<file path="config.mk">
export PLATFORM = sky130hd
export DESIGN_NAME = pipe_stage_reg
export DESIGN_NICKNAME = d
export VERILOG_FILES = /design/src/rtl/pipe_pkg.sv /design/src/rtl/sat_counter.sv /design/src/rtl/pipe_stage_reg.sv
export SDC_FILE = /design/constraint.sdc
export NUM_CORES = 1
export LEC_CHECK = 0
export BUFFER_PORTS_ARGS = -buffer_cell sky130_fd_sc_hd__buf_2
export CORE_ASPECT_RATIO = 0.8
export CORE_UTILIZATION = 25
export CTS_CLUSTER_DIAMETER = 120
export DETAILED_ROUTE_END_ITERATION = 8
export PLACE_DENSITY = 0.54
export SYNTH_ARGS = -nofsm -noshare
export SYNTH_HDL_FRONTEND = slang
export SYNTH_HIERARCHICAL = 1
export SYNTH_SLANG_ARGS = --single-unit
</file>
<file path="constraint.sdc">
create_clock -name clk -period 1.8 [get_ports clk]
set_input_delay 0.36 -clock clk [delete_from_list [all_inputs] [get_ports clk]]
set_output_delay 0.36 -clock clk [all_outputs]
set_load 0.02 [all_outputs]
</file>
<file path="src/rtl/pipe_pkg.sv">
// pipe_pkg: definitions shared by the pipeline stage register and its
// helpers.
//   pipe_state_t : occupancy of the two-entry stage (EMPTY, ONE, FULL)
//   DATA_W       : width of the memory-data and ALU-result fields
//   REG_W        : width of the destination register index
//   PAYLOAD_W    : default payload width (mem data + ALU result + rd + ret_future)
package pipe_pkg;

    typedef enum logic [1:0] {
        EMPTY = 2'd0,
        ONE   = 2'd1,
        FULL  = 2'd2
    } pipe_state_t;

    localparam int DATA_W    = 16;
    localparam int REG_W     = 4;
    localparam int PAYLOAD_W = 2 * DATA_W + REG_W + 1;

endpackage : pipe_pkg

</file>
<file path="src/rtl/sat_counter.sv">
// sat_counter: up-counter that sticks at its all-ones value.
//   clk   : clock, counts on the rising edge
//   clr_n : synchronous active-low clear (wins over en)
//   en    : count enable for this cycle
//   count : current value, W bits
module sat_counter #(
    parameter int W = 16
) (
    input  logic         clk,
    input  logic         clr_n,
    input  logic         en,
    output logic [W-1:0] count
);

    always_ff @(posedge clk) begin
        if (!clr_n) begin
            count <= '0;
        end else if (en && (count != {W{1'b1}})) begin
            count <= count + 1'b1;
        end
    end

endmodule : sat_counter

</file>
<file path="src/rtl/pipe_stage_reg.sv">
// pipe_stage_reg: fully registered valid/ready pipeline stage with a skid
// entry, so in_ready never depends combinationally on out_ready.
//   clk, rst_n            : clock and synchronous active-low reset
//   flush                 : drop held and incoming payloads, go EMPTY
//   in_valid/in_ready/in_data    : upstream handshake and payload
//   out_valid/out_ready/out_data : downstream handshake and payload
//   stall_cnt, bubble_cnt : statistics, live only when the macro
//                           PIPE_STAGE_STATS_EN is defined, else tied to 0
//
// state | meaning
// EMPTY | no payload held; out_valid=0, in_ready=1
// ONE   | main holds the head payload; out_valid=1, in_ready=1
// FULL  | main holds head, skid holds next; out_valid=1, in_ready=0
module pipe_stage_reg
    import pipe_pkg::*;
#(
    parameter int WIDTH = PAYLOAD_W,
    parameter int CNT_W = 16
) (
    input  logic             clk,
    input  logic             rst_n,
    input  logic             flush,
    input  logic             in_valid,
    output logic             in_ready,
    input  logic [WIDTH-1:0] in_data,
    output logic             out_valid,
    input  logic             out_ready,
    output logic [WIDTH-1:0] out_data,
    output logic [CNT_W-1:0] stall_cnt,
    output logic [CNT_W-1:0] bubble_cnt
);

    pipe_state_t      state_q, state_d;
    logic [WIDTH-1:0] main_q, skid_q;
    logic             in_fire, out_fire;
    logic             load_main, main_from_skid, load_skid;

    // Handshake outputs are pure decodes of the state register.
    assign out_valid = (state_q != EMPTY);
    assign in_ready  = (state_q != FULL);
    assign out_data  = main_q;

    assign in_fire  = in_valid & in_ready;
    assign out_fire = out_valid & out_ready;

    always_comb begin
        state_d        = state_q;
        load_main      = 1'b0;
        main_from_skid = 1'b0;
        load_skid      = 1'b0;
        case (state_q)
            EMPTY: begin
                if (in_fire) begin
                    state_d   = ONE;
                    load_main = 1'b1;
                end
            end
            ONE: begin
                if (in_fire && out_fire) begin
                    load_main = 1'b1;
                end else if (in_fire) begin
                    state_d   = FULL;
                    load_skid = 1'b1;
                end else if (out_fire) begin
                    state_d = EMPTY;
                end
            end
            FULL: begin
                if (out_fire) begin
                    state_d        = ONE;
                    load_main      = 1'b1;
                    main_from_skid = 1'b1;
                end
            end
            default: state_d = EMPTY;
        endcase
        // Flush drops everything but leaves the data registers untouched.
        if (flush) begin
            state_d        = EMPTY;
            load_main      = 1'b0;
            main_from_skid = 1'b0;
            load_skid      = 1'b0;
        end
    end

    always_ff @(posedge clk) begin
        if (!rst_n) begin
            state_q <= EMPTY;
            main_q  <= '0;
            skid_q  <= '0;
        end else begin
            state_q <= state_d;
            if (load_main) begin
                main_q <= main_from_skid ? skid_q : in_data;
            end
            if (load_skid) begin
                skid_q <= in_data;
            end
        end
    end

`ifdef PIPE_STAGE_STATS_EN
    sat_counter #(.W(CNT_W)) u_stall_cnt (
        .clk   (clk),
        .clr_n (rst_n),
        .en    (out_valid & ~out_ready),
        .count (stall_cnt)
    );

    sat_counter #(.W(CNT_W)) u_bubble_cnt (
        .clk   (clk),
        .clr_n (rst_n),
        .en    (~out_valid),
        .count (bubble_cnt)
    );
`else
    assign stall_cnt  = '0;
    assign bubble_cnt = '0;
`endif

endmodule : pipe_stage_reg

</file>
# [Word level (Yosys, flattened, before mapping)]
# Cells that the tools add are included.
[totals] reg_bits=76 input_bits=42 out_inout_bits=71
[classes] n_eq_ne=7 muxes=17 n_bitwise=3 reduce_logical=5
[op_table] op="37-bit 2-to-1 mux" count=1
[op_table] op="2-bit 2-to-1 mux" count=5
[op_table] op="1-bit 2-to-1 mux" count=9
[op_table] op="2-bit != test, second input constant" count=4
[op_table] op="2-bit one-hot mux with 3 select lines" count=1
[op_table] op="4-bit AND reduction" count=1
[op_table] op="3-bit != test, second input constant" count=1
[op_table] op="1-bit one-hot mux with 3 select lines" count=1
[op_table] op="1-bit bitwise AND" count=2
[op_table] op="2-bit by 1-bit == test with 1-bit output, second input constant" count=1
[op_table] op="2-bit == test, second input constant" count=1
[op_table] op="2-bit zero test" count=1
[op_table] op="2-bit nonzero test" count=1
[op_table] op="2-bit OR reduction" count=1
[op_table] op="1-bit logical AND" count=1
[op_table] op="1-bit NOT" count=1

# [Longest topological paths before layout]
[logic_depth] word_depth=6 mapped_depth=6 mapped_depth_nobuf=3

# [Worst setup path after synthesis]
# OpenSTA, ideal clock, no wires.
[synth_path] kind="input port to flip-flop" from="input port in_valid" to="register main_q[0] (netlist: out_data[0])" setup_time_ns=0.091 t_arrival_ns=1.380 setup_slack_ns=0.329 stages=6 cell_sequence="buf_2 nor2b_1 a22o_1 buf_2 clkbuf_1 a311oi_1"
[synth_via] elab_chain_len=5 word_cells_on_any_way=6
[synth_lines] item="start, declared" line_no="pipe_stage_reg.sv:23" source="input logic in_valid,"
[synth_lines] item="1-bit bitwise AND *" line_no="pipe_stage_reg.sv:43" source="assign in_fire = in_valid & in_ready;"
[synth_lines] item="1-bit logical AND" line_no="pipe_stage_reg.sv:59" source="if (in_fire && out_fire) begin"
[synth_lines] item="1-bit 2-to-1 mux" line_no="pipe_stage_reg.sv:59"
[synth_lines] item="1-bit one-hot mux with 3 select lines *" line_no="pipe_stage_reg.sv:51" source="case (state_q)"
[synth_lines] item="1-bit 2-to-1 mux *" line_no="pipe_stage_reg.sv:78" source="if (flush) begin"
[synth_lines] item="end signal, assigned" line_no="pipe_stage_reg.sv:94" source="main_q <= main_from_skid ? skid_q : in_data;"
[synth_lines] item="end, declared" line_no="pipe_stage_reg.sv:34" source="logic [WIDTH-1:0] main_q, skid_q;"
# Every way passes the cells marked *; elsewhere a longest branch is shown, timed or not.
# A chain may end at the register's enable or synchronous reset.

# [Worst setup path after layout]
[layout_path] from="register state_q[0]" to="register main_q[18] (netlist: out_data[18])"
[layout_via] elab_chain_len=6 word_cells_on_any_way=16
[layout_lines] item="start, declared" line_no="pipe_stage_reg.sv:33" source="pipe_state_t state_q, state_d;"
[layout_lines] item="start signal, assigned" line_no="pipe_stage_reg.sv:92" source="state_q <= state_d;"
[layout_lines] item="2-bit != test or 2-bit nonzero test (tied branches)" line_no="pipe_stage_reg.sv:40, pipe_stage_reg.sv:39"
[layout_lines] item="1-bit bitwise AND (on tied branches)" line_no="pipe_stage_reg.sv:43, pipe_stage_reg.sv:44"
[layout_lines] item="1-bit logical AND or 1-bit 2-to-1 mux (tied branches)" line_no="pipe_stage_reg.sv:59, pipe_stage_reg.sv:69"
[layout_lines] item="1-bit 2-to-1 mux (on tied branches)" line_no="pipe_stage_reg.sv:59, pipe_stage_reg.sv:51"
[layout_lines] item="1-bit one-hot mux with 3 select lines or 1-bit 2-to-1 mux (tied branches)" line_no="pipe_stage_reg.sv:51, pipe_stage_reg.sv:78"
[layout_lines] item="1-bit 2-to-1 mux or 37-bit 2-to-1 mux (tied branches)" line_no="pipe_stage_reg.sv:78, pipe_stage_reg.sv:94"
# Several ways; a longest one is shown, not always the timed one.

==> impl_metrics.ini <==
[worst_hold_path]
holdPathStages = 3
hp-start = in_data[4]
holdCritPathClass = input pin to register
hold_path_end = skid_q[4]

[clocking]
post_cts_buffers = 0
clk_path_buf_depth = 2
cts-resized-gates = 0
cts_buffers = 9
cts_tree = done
htreeDepth = 3
cts_sinks = 76
hold_buffers = 0
clock_latency_ns = 0.33
path_clk_slew_ns = 0.06
clk_root_buffer_cell = clkbuf_16

[sta]
rsz0062_at_grt = false
fin_skew_ns = 0.00287
clock.fmax_ghz = 0.601
finalCritPeriodShare_pct = 92.5
fin_crit_ns = 1.67
worst_pin_slew_ns = 0.760
slew_viol_final = 0
tns_ns = 0
hold_viol = 0
setup_viol = 0
slew_headroom_pct = 49.4

[critical_path]
worst-setup-path-type = register to register
crit_arrival_ns = 1.84
cp-end-kind = register
reg2regPathDepth = 4
cp_max_fo = 46
rr_endpoint = out_data[18]
r2r_slack_ns = 0.13
timing.rr.start = state_q[0]
start_kind = register
cp.required_ns = 1.98

[route]
route.vias.total = 3361
wl_per_cell_microns = 17.1
vias_per_cell = 5.14
ant_nets = 0
drt-initial-drc-count = 299
dr.pass1.iters = 4
totalWireLength_mm = 11.2
drc = 0

[yosys]
syn-cell-area_sq_mm = 0.00377
yosysWarningCount = 6
yosys.cell_types.count = 29
postSynthCellCount = 405
ys_ff_latch = 76
synth_top_cell_by_area = dfxtp_1
avgSynthCellArea_sq_um = 9.31
synth_top_area_share_pct = 40.3
synth_area_leaders = dfxtp_1 (40%), a311oi_1 (17%), mux2i_1 (10%)
yosysSeqAreaShare_pct = 40.3

[final_layout]
final_cell_mix = buf_2 (80), dfxtp_1 (75), a311oi_1 (74), mux2i_1 (38), a21oi_1 (38)
layout.nets = 504
instances_no_fill = 654
final_common_cell = buf_2
utilization_pct = 31.4
layout-drive-gt1-share_pct = 26.8
area_delta_synth_final_pct = 20.6

[global_routing]
antenna_found_initial = 2
grt_pass1_wl_mm = 17.5
grt_pass1_vias = 3152
gr-usage-all-layers_pct = 14.3
grt_max_degree = 47
overflow = 0

[floorplan]
coreArea_sq_mm = 0.0145
io_pins = 113
initial_utilization_pct = 26.0
die_h_microns = 112
core.rowCount = 39
dieWidth_microns = 139
dieArea_sq_mm = 0.0156

[place]
dp_hpwl_mm = 7.36
io_buffers = 80
dpl.cell_count = 635
place_congestion = 0.699

[power_and_ir_drop]
power_density_mw_per_mm2 = 929
peakVddDrop_mv = 0.589
p_leak_uw = 0.00163
total_power_uw = 4220

[status]
status = finished clean

[run]
max-cap-violations = 0
## worst max-delay path, cell delays in order, from the launching register on
cell      delay, ns
dfxtp_1        0.41
and4bb_4       0.44
buf_12         0.29
mux2i_1        0.26
a311oi_1       0.10
## final cells by class
type	instances	area [sq um]
repair buffers	100	613
multi-input cells	273	1860
flip-flops and latches	76	1520
diodes	3	7.51
clock buffers	12	256
inverters	2	7.51
clock inverters	4	47.5
well taps	184	230
fillers	1479	9940
## routing by layer
| layer | up-vias | track usage [%] | wire, microns |
|---|---|---|---|
| li1 | 1613 | - | - |
| met1 | 1632 | 19.3 | 5180 |
| met2 | 104 | 20.8 | 5020 |
| met3 | 12 | 5.12 | 846 |
| met4 | 0 | 4.67 | 113 |
| met5 | - | 0 | 0 |
## power by group
| part | total, uW | internal (uW) | switching (uW) |
|---|---|---|---|
| sequential | 1790 | 1750 | 41.4 |
| combinational | 598 | 200 | 398 |
| clock | 1830 | 1140 | 690 |
## synthesized netlist by cell type (all sizes together)
cell     count
dfxtp       76
a311oi      74
buf         59
a21oi       38
mux2i       38
nand3       37
o21ai       37
clkbuf      26
nand2        3
inv          2
nand2b       2
nor2         2
nor2b        2
a211oi       1
a22o         1
and4bb       1
conb         1
nand4bb      1
nor4bb       1
o21ba        1
or2          1
or3b         1
## stage by stage
stage | hold WS, ns | cell area, sq um | setup WS (ns)
after floorplan | 0.433 | 3890 | 0.329
after global placement | 0.459 | 4240 | 0.0746
after detailed placement | 0.470 | 4240 | 0.00826
after CTS | 0.280 | 4540 | 0.130
after global routing | 0.286 | 4540 | 0.0121
final | 0.289 | 4550 | 0.135
## flip-flops by register name (all words and copies together) (netlist names)
name      flops
out_data     37
skid_q       37
state_q       2
## how the worst max path moves through the flow
stage          cells past startpoint  startpoint           end  slack (ns)
2_1_floorplan                      6    in_valid   out_data[0]        0.33
6_report                           4  state_q[0]  out_data[18]        0.13
3_5_place_dp                       4   out_ready  out_data[28]       0.008
3_3_place_gp                       4   out_ready   out_data[6]        0.07
5_1_grt                            4  state_q[0]  out_data[21]        0.01
4_1_cts                            4  state_q[1]  out_data[30]        0.13
## cells by family after synthesis
logic type | count (synthesis) | synth area share [%]
flip-flops | 76 | 40.3
multiplexers | 38 | 10.1
buffers and inverters | 87 | 14.2
AND/OR/NAND/NOR | 51 | 7.43
AO/OA/AOI/OAI | 152 | 27.8
other | 1 | 0.0994
Power figures use the tool's default switching activity.
